==> config.mk <==
export PLATFORM = sky130hd
export DESIGN_NAME = fifo_byte_unpacker_rd
export DESIGN_NICKNAME = d
export VERILOG_FILES = /design/src/rtl/fifo_byte_unpacker_rd.sv
export SDC_FILE = /design/constraint.sdc
export NUM_CORES = 1
export LEC_CHECK = 0
export BUFFER_PORTS_ARGS = -buffer_cell sky130_fd_sc_hd__buf_2
export CORE_ASPECT_RATIO = 0.6
export CORE_MARGIN = 10
export CORE_UTILIZATION = 40
export DETAILED_ROUTE_END_ITERATION = 10
export GPL_TIMING_DRIVEN = 0
export HOLD_SLACK_MARGIN = 0.03
export REMOVE_ABC_BUFFERS = 1
export SKIP_CTS_REPAIR_TIMING = 1
export SYNTH_ARGS = -nofsm -noshare
export SYNTH_HDL_FRONTEND = slang
export SYNTH_SLANG_ARGS = --single-unit
==> constraint.sdc <==
create_clock -name clk -period 1.55 [get_ports clk]
set_input_delay 0.31 -clock clk [delete_from_list [all_inputs] [get_ports clk]]
set_output_delay 0.31 -clock clk [all_outputs]
set_load 0.01 [all_outputs]
==> src/rtl/fifo_byte_unpacker_rd.sv <==
// Read-side FIFO consumer: strobes bytes out of an 8-bit FIFO and packs them into BYTES-wide words on a valid/ready stream.
// Optional FIFO_RD_BIG_ENDIAN_EN places the first byte in the most significant lane.
module fifo_byte_unpacker_rd #(
  parameter  int BYTES = 4,
  localparam int CNT_W = $clog2(BYTES + 1)
) (
  input  logic               clk,
  input  logic               rst,
  input  logic               fifo_empty,
  output logic               fifo_rd,
  input  logic [7:0]         fifo_rd_data,
  input  logic               flush,
  output logic               m_valid,
  input  logic               m_ready,
  output logic [8*BYTES-1:0] m_data,
  output logic [CNT_W-1:0]   m_nbytes,
  output logic               busy
);

  typedef enum logic [1:0] {S_FILL, S_FULL, S_FLUSH} state_t;

  state_t                  state;
  logic [CNT_W-1:0]        iss_cnt, cap_cnt;
  logic                    rd_q, flush_pend;
  logic [BYTES-1:0][7:0]   asm_reg;
  logic                    out_free, xfer, flush_done;

  assign out_free = !m_valid || m_ready;

  // A transfer never coincides with a strobe or capture: S_FULL implies all
  // bytes landed, and S_FLUSH only transfers once nothing is in flight.
  always_comb begin
    xfer       = 1'b0;
    flush_done = 1'b0;
    case (state)
      S_FULL:  xfer = out_free;
      S_FLUSH: if (!rd_q) begin
        if (cap_cnt == '0) begin
          flush_done = 1'b1;
        end else if (out_free) begin
          xfer       = 1'b1;
          flush_done = 1'b1;
        end
      end
      default: ;
    endcase
  end

  assign fifo_rd = (state == S_FILL) && !fifo_empty && (iss_cnt < CNT_W'(BYTES))
                   && !flush_pend && !rst;

  assign busy = (iss_cnt != '0) || (cap_cnt != '0) || m_valid || flush_pend;

  always_ff @(posedge clk) begin
    if (rst) begin
      state      <= S_FILL;
      iss_cnt    <= '0;
      cap_cnt    <= '0;
      rd_q       <= 1'b0;
      flush_pend <= 1'b0;
      asm_reg    <= '0;
      m_valid    <= 1'b0;
      m_data     <= '0;
      m_nbytes   <= '0;
    end else begin
      rd_q <= fifo_rd;

      if (xfer) begin
        m_data   <= asm_reg;
        m_nbytes <= cap_cnt;
        m_valid  <= 1'b1;
        asm_reg  <= '0;
        iss_cnt  <= '0;
        cap_cnt  <= '0;
      end else begin
        if (m_ready) m_valid <= 1'b0;
        if (fifo_rd) iss_cnt <= iss_cnt + 1'b1;
        if (rd_q) begin
          cap_cnt <= cap_cnt + 1'b1;
          for (int k = 0; k < BYTES; k++) begin
            if (cap_cnt == CNT_W'(k)) begin
`ifdef FIFO_RD_BIG_ENDIAN_EN
              asm_reg[BYTES-1-k] <= fifo_rd_data;
`else
              asm_reg[k] <= fifo_rd_data;
`endif
            end
          end
        end
      end

      // Clearing wins over a new request so a flush landing on the clear cycle is absorbed.
      if (flush_done)  flush_pend <= 1'b0;
      else if (flush)  flush_pend <= 1'b1;

      case (state)
        S_FILL: begin
          if (rd_q && cap_cnt == CNT_W'(BYTES - 1)) state <= S_FULL;
          else if (flush_pend)                       state <= S_FLUSH;
        end
        S_FULL:  if (xfer) state <= S_FILL;
        S_FLUSH: if (xfer || flush_done) state <= S_FILL;
        default: state <= S_FILL;
      endcase
    end
  end

endmodule

After elaboration in Yosys (flattened, before gate mapping)
Cells that the tools add are included.
{ "totals": {"regBits": 78, "input_bits": 13, "output_inout_bits": 38, "word_cells": 63} }
{ "classes": {"addsub": 2, "magnitude_cmp": 1, "n_eq_ne": 8, "n_mux": 14, "n_reduce_logical": 26} }
{ "op_table": {"columns": ["op", "count"], "rows": [
  ["$mux 1", 8],
  ["$mux 2", 4],
  ["$reduce_and 2->1", 4],
  ["$add 3x1->3 const B", 2],
  ["$eq 3x2->1 const B", 2],
  ["$pmux 2 s3", 1],
  ["$reduce_bool 3->1", 2],
  ["$logic_and 1x1->1", 5],
  ["$logic_or 1x1->1", 5],
  ["$logic_not 1->1", 4],
  ["$ne 2x2->1 const B", 2],
  ["$reduce_or 2->1", 2],
  ["$eq 3x1->1 const B", 1],
  ["$logic_not 3->1", 1],
  ["$lt 3x3->1 const B", 1],
  ["$ne 3x2->1 const B", 1],
  ["$reduce_and 3->1", 1],
  ["$eq 2x1->1 const B", 1],
  ["$eq 2x2->1 const B", 1],
  ["$logic_not 2->1", 1],
  ["$pmux 1 s2", 1],
  ["$reduce_bool 2->1", 1]
]} }

Depth between registers and ports, before layout
{ "depth": {"depth_word": 9, "mapped_depth": 8, "ltp_nobuf": 6} }

Least setup slack after synthesis
No wires, ideal clock.
{ "synth_timing": {"path_type": "flip-flop to flip-flop", "start": "register state[0]", "end": "register m_data[0]", "setup_ps": 72, "arrival_ps": 1481, "t_required_ps": 1478, "path_slack_ps": -3, "stages_incl_launch_ff": 9, "n_path_buf": 2, "period_less_slack_ps": 1553, "cell_sequence": "dfxtp_1 inv_1 ha_1 nor2b_4 a21oi_4 nor3_2 buf_6 buf_12 mux2i_1"} }
{ "synth_via": {"elab_chain_len": 2, "word_cells_on_any_way": 3, "cone_classes": "2 x eq/ne; 1 x mux"} }
{ "synth_lines": {"columns": ["item", "line", "text"], "rows": [
  ["start, declared", "22", "state_t state;"],
  ["start signal, assigned", "56", "state <= S_FILL;"],
  ["start signal, assigned", "98", "if (rd_q && cap_cnt == CNT_W'(BYTES - 1)) state <= S_FULL;"],
  ["start signal, assigned", "99", "else if (flush_pend) state <= S_FLUSH;"],
  ["$eq 2x2->1 / $eq 2x1->1 (equally long branches)", "35", "case (state)"],
  ["$pmux 1 s2 (*)", "35", null],
  ["end signal, assigned", "69", "m_data <= asm_reg;"],
  ["end, declared", "15", "output logic [8*BYTES-1:0] m_data,"]
]} }
Every way passes the cells marked *; elsewhere a longest branch is shown, timed or not.
A chain may end at the register's enable or synchronous reset.

Worst setup path in the final report
{ "layout_timing": {"start": "register state[1]", "end": "output fifo_rd"} }
{ "layout_via": {"elab_chain_len": 5} }
{ "layout_lines": {"columns": ["item", "line", "text"], "rows": [
  ["$logic_not 2->1", "49", "assign fifo_rd = (state == S_FILL) && !fifo_empty && (iss_cnt < CNT_W'(BYTES))"],
  ["$logic_and 1x1->1 (2 in series)", "49", null],
  ["$logic_and 1x1->1 (2 in series)", "50", "&& !flush_pend && !rst;"],
  ["end, declared", "10", "output logic fifo_rd,"]
]} }
No other way between the ends.

==> results by group <==
Clock network
  • Worst-case clock buffer depth: 2
  • H-tree levels: 3
  • Clk sink count: 78
  • CTS buffer count: 9
  • Clk root buf: clkbuf_16
  • CTS tree: done
  • Clock latency on the worst-skew pair: 0.33 ns
  • Reg clk slew, reported paths: 0.06 ns

Floorplanning
  • IO Pins: 51
  • Core area: 7910 um2
  • Row count: 25
  • Initial Util: 41.4%
  • Die area: 12,300 um2
  • Die Wd: 137 um
  • Die extent in y: 90.1 um

Logic synthesis
  • Synth Register Bits: 78
  • Synth cell count leaders: nand2_1 (113), dfxtp_1 (78), mux2i_1 (36)
  • Syn avg cell area: 8.95 um2
  • Post-synth EDFFs: 0
  • Yosys top cell area share: 47.7%
  • Yosys warning total: 0
  • Mapped Area: 3270 um2
  • Cells after synthesis: 366
  • Most common cell in the synthesized netlist: nand2_1
  • Distinct cells, synth: 37
  • Synth area leaders: dfxtp_1 (48%), nand2_1 (13%), mux2i_1 (11%), a21oi_1 (5.2%), ha_1 (3.8%)
  • Async S/R FF share, synth: 0%
  • Ys flop type: dfxtp_1
  • Sequential area share after synthesis: 47.7%
  • Top cell type by total area after synthesis: dfxtp_1

Pwr
  • Net Sw Frac: 23.5%
  • Leak: 1.56 nW
  • Register share of total power: 48.8%
  • Pwr dens: 1020 nW/um2
  • Clock share of power: 41.8%
  • VDD IR-drop max: 0.572 mV
  • P_int: 3.25 mW
  • Psw: 0.999 mW
  • Comb pwr share: 9.4%

Final layout
  • Diode count: 0
  • Final #Nets: 452
  • Layout cell share with drive strength beyond 1: 26.3%
  • Area grow syn2layout: 27.2%
  • Final cell count without fillers: 537
  • Final non-filler cell area: 4170 um2

STA
  • Pins Over Slew Limit: 0
  • Setup TNS: -8.66 ns
  • Final Cycle Share: 117%
  • Max Freq: 549 MHz
  • Max-slew headroom: 38.1%
  • RSZ-0062 raised after global routing: yes
  • Setup Skew: 0.00411 ns
  • Minimum clock period: 1.82 ns
  • Final worst slack: -0.271 ns
  • Final hold vios: 0
  • Endpoints failing setup: 75
  • Least-Margin Pin Slew: 0.927 ns

Route
  • Via/cell ratio: 4.92
  • Via count: 2,644
  • WL/cell: 15.6 um
  • DRT iter0 DRCs: 174
  • Overall routed net length: 8.38 mm
  • DRT antenna net count: 0
  • DRC violations left: 0
  • Drt pass-1 iters: 4

Setup path
  • Reg2reg start: state[0]
  • CP arrival: 1.51 ns
  • Critical Path RT: 1.24 ns
  • CP max FO: 4
  • Critical path capture point type: primary output
  • CP Buf/Inv Count: 2
  • Cell family with most CP delay: simple AND/OR/NAND/NOR gates
  • Setup Crit Path Kind: reg2out
  • Slowest stage delay, CP: 0.34 ns
  • Crit. Startpoint: state[1]
  • Crit-path cells: inv_2 > ha_4 > nand2b_4 > nor4_4 > buf_2
  • CP max-delay cell: dfxtp_2
  • CP startpoint kind: register

Placement
  • DP HPWL: 5.25 mm
  • Area after DPL: 3570 um2
  • RD Place Congestion: 0.809
  • Dpl ws: -0.893 ns
  • Cell count after placement: 504
  • Input/output buffers: 50

Global route
  • Vias in the first global route: 2,472
  • Largest net degree at the start of global routing: 72
  • Initial antenna violation count: 0
  • Grt total ovfl: 0
  • Global-route wire length before repair: 12.3 mm
  • GRT Overall Usage: 12.4%

Status
  • Failing checks: negative setup slack
  • Status: finished, violations left

Worst hold path
  • HP Start: fifo_empty
  • Type of the worst min-delay path: in2reg

Flow run
  • Max-Cap Viols: 0
## final cells by class
class,count,area (um2)
Clock buffer,11,233
Fill cell,756,3750
Inverter,11,50.0
Multi-Input combinational cell,255,1610
Sequential cell,78,1570
Tap cell,108,135
Timing Repair Buffer,74,563
## cell usage in the layout (no fill, tap or decap), drive strengths merged, types with 2 or more instances in the layout
cell type	count
a211oi	2
a21oi	35
a221oi	2
and2	2
buf	71
clkbuf	14
dfxtp	78
ha	10
inv	10
mux2i	36
nand2	113
nand2b	3
nand3	24
nor2	6
nor2b	4
nor4	2
o21ai	2
o31ai	3
xnor2	2
## final timing paths
kind / endpoint / slack (ns) / depth (start not counted)
worst min register to register: m_data[6] / 0.45 / 2
worst max register to register: m_data[22] / -0.20 / 8
worst max-delay path: fifo_rd / -0.27 / 5
worst min-delay path: rd_q / 0.18 / 2
## layer usage
metal / track usage [%] / share of wire (%) / vias up
li1: - / - / 1342
met1: 16.7 / 49 / 1232
met2: 17.4 / 44 / 60
met3: 5.11 / 5.9 / 10
met4: 3.85 / 0.76 / 0
met5: 0 / 0 / -
## power by group through the flow
stage | registers [mW] | logic (mW) | clock network, mW
2_1_floorplan | 2.10 | 0.192 | 0
3_3_place_gp | 2.11 | 0.277 | 0
3_5_place_dp | 2.11 | 0.299 | 0
4_1_cts | 2.07 | 0.302 | 1.80
5_1_grt | 2.08 | 0.432 | 1.90
6_report | 2.08 | 0.400 | 1.78
## logic make-up after synthesis
family	count (synthesis)	share of synthesized area, %
multiplexers	36	11.0
AND/OR/NAND/NOR	157	21.0
XOR/XNOR	2	0.535
flip-flops	78	47.7
buffers and inverters	34	6.57
AO/OA/AOI/OAI	49	9.36
adder cells (fa/ha/maj)	10	3.82
## per-stage QoR
stage          hold slack [ns]  total power [mW]  utilization [%]
6_report                 0.185              4.25             52.6
5_1_grt                  0.181              4.41             52.6
4_1_cts                  0.178              4.17             48.1
3_5_place_dp             0.443              2.41             45.2
3_3_place_gp             0.441              2.39             44.0
2_1_floorplan            0.379              2.29                -
Note: power is estimated with default switching activity, not from simulation.
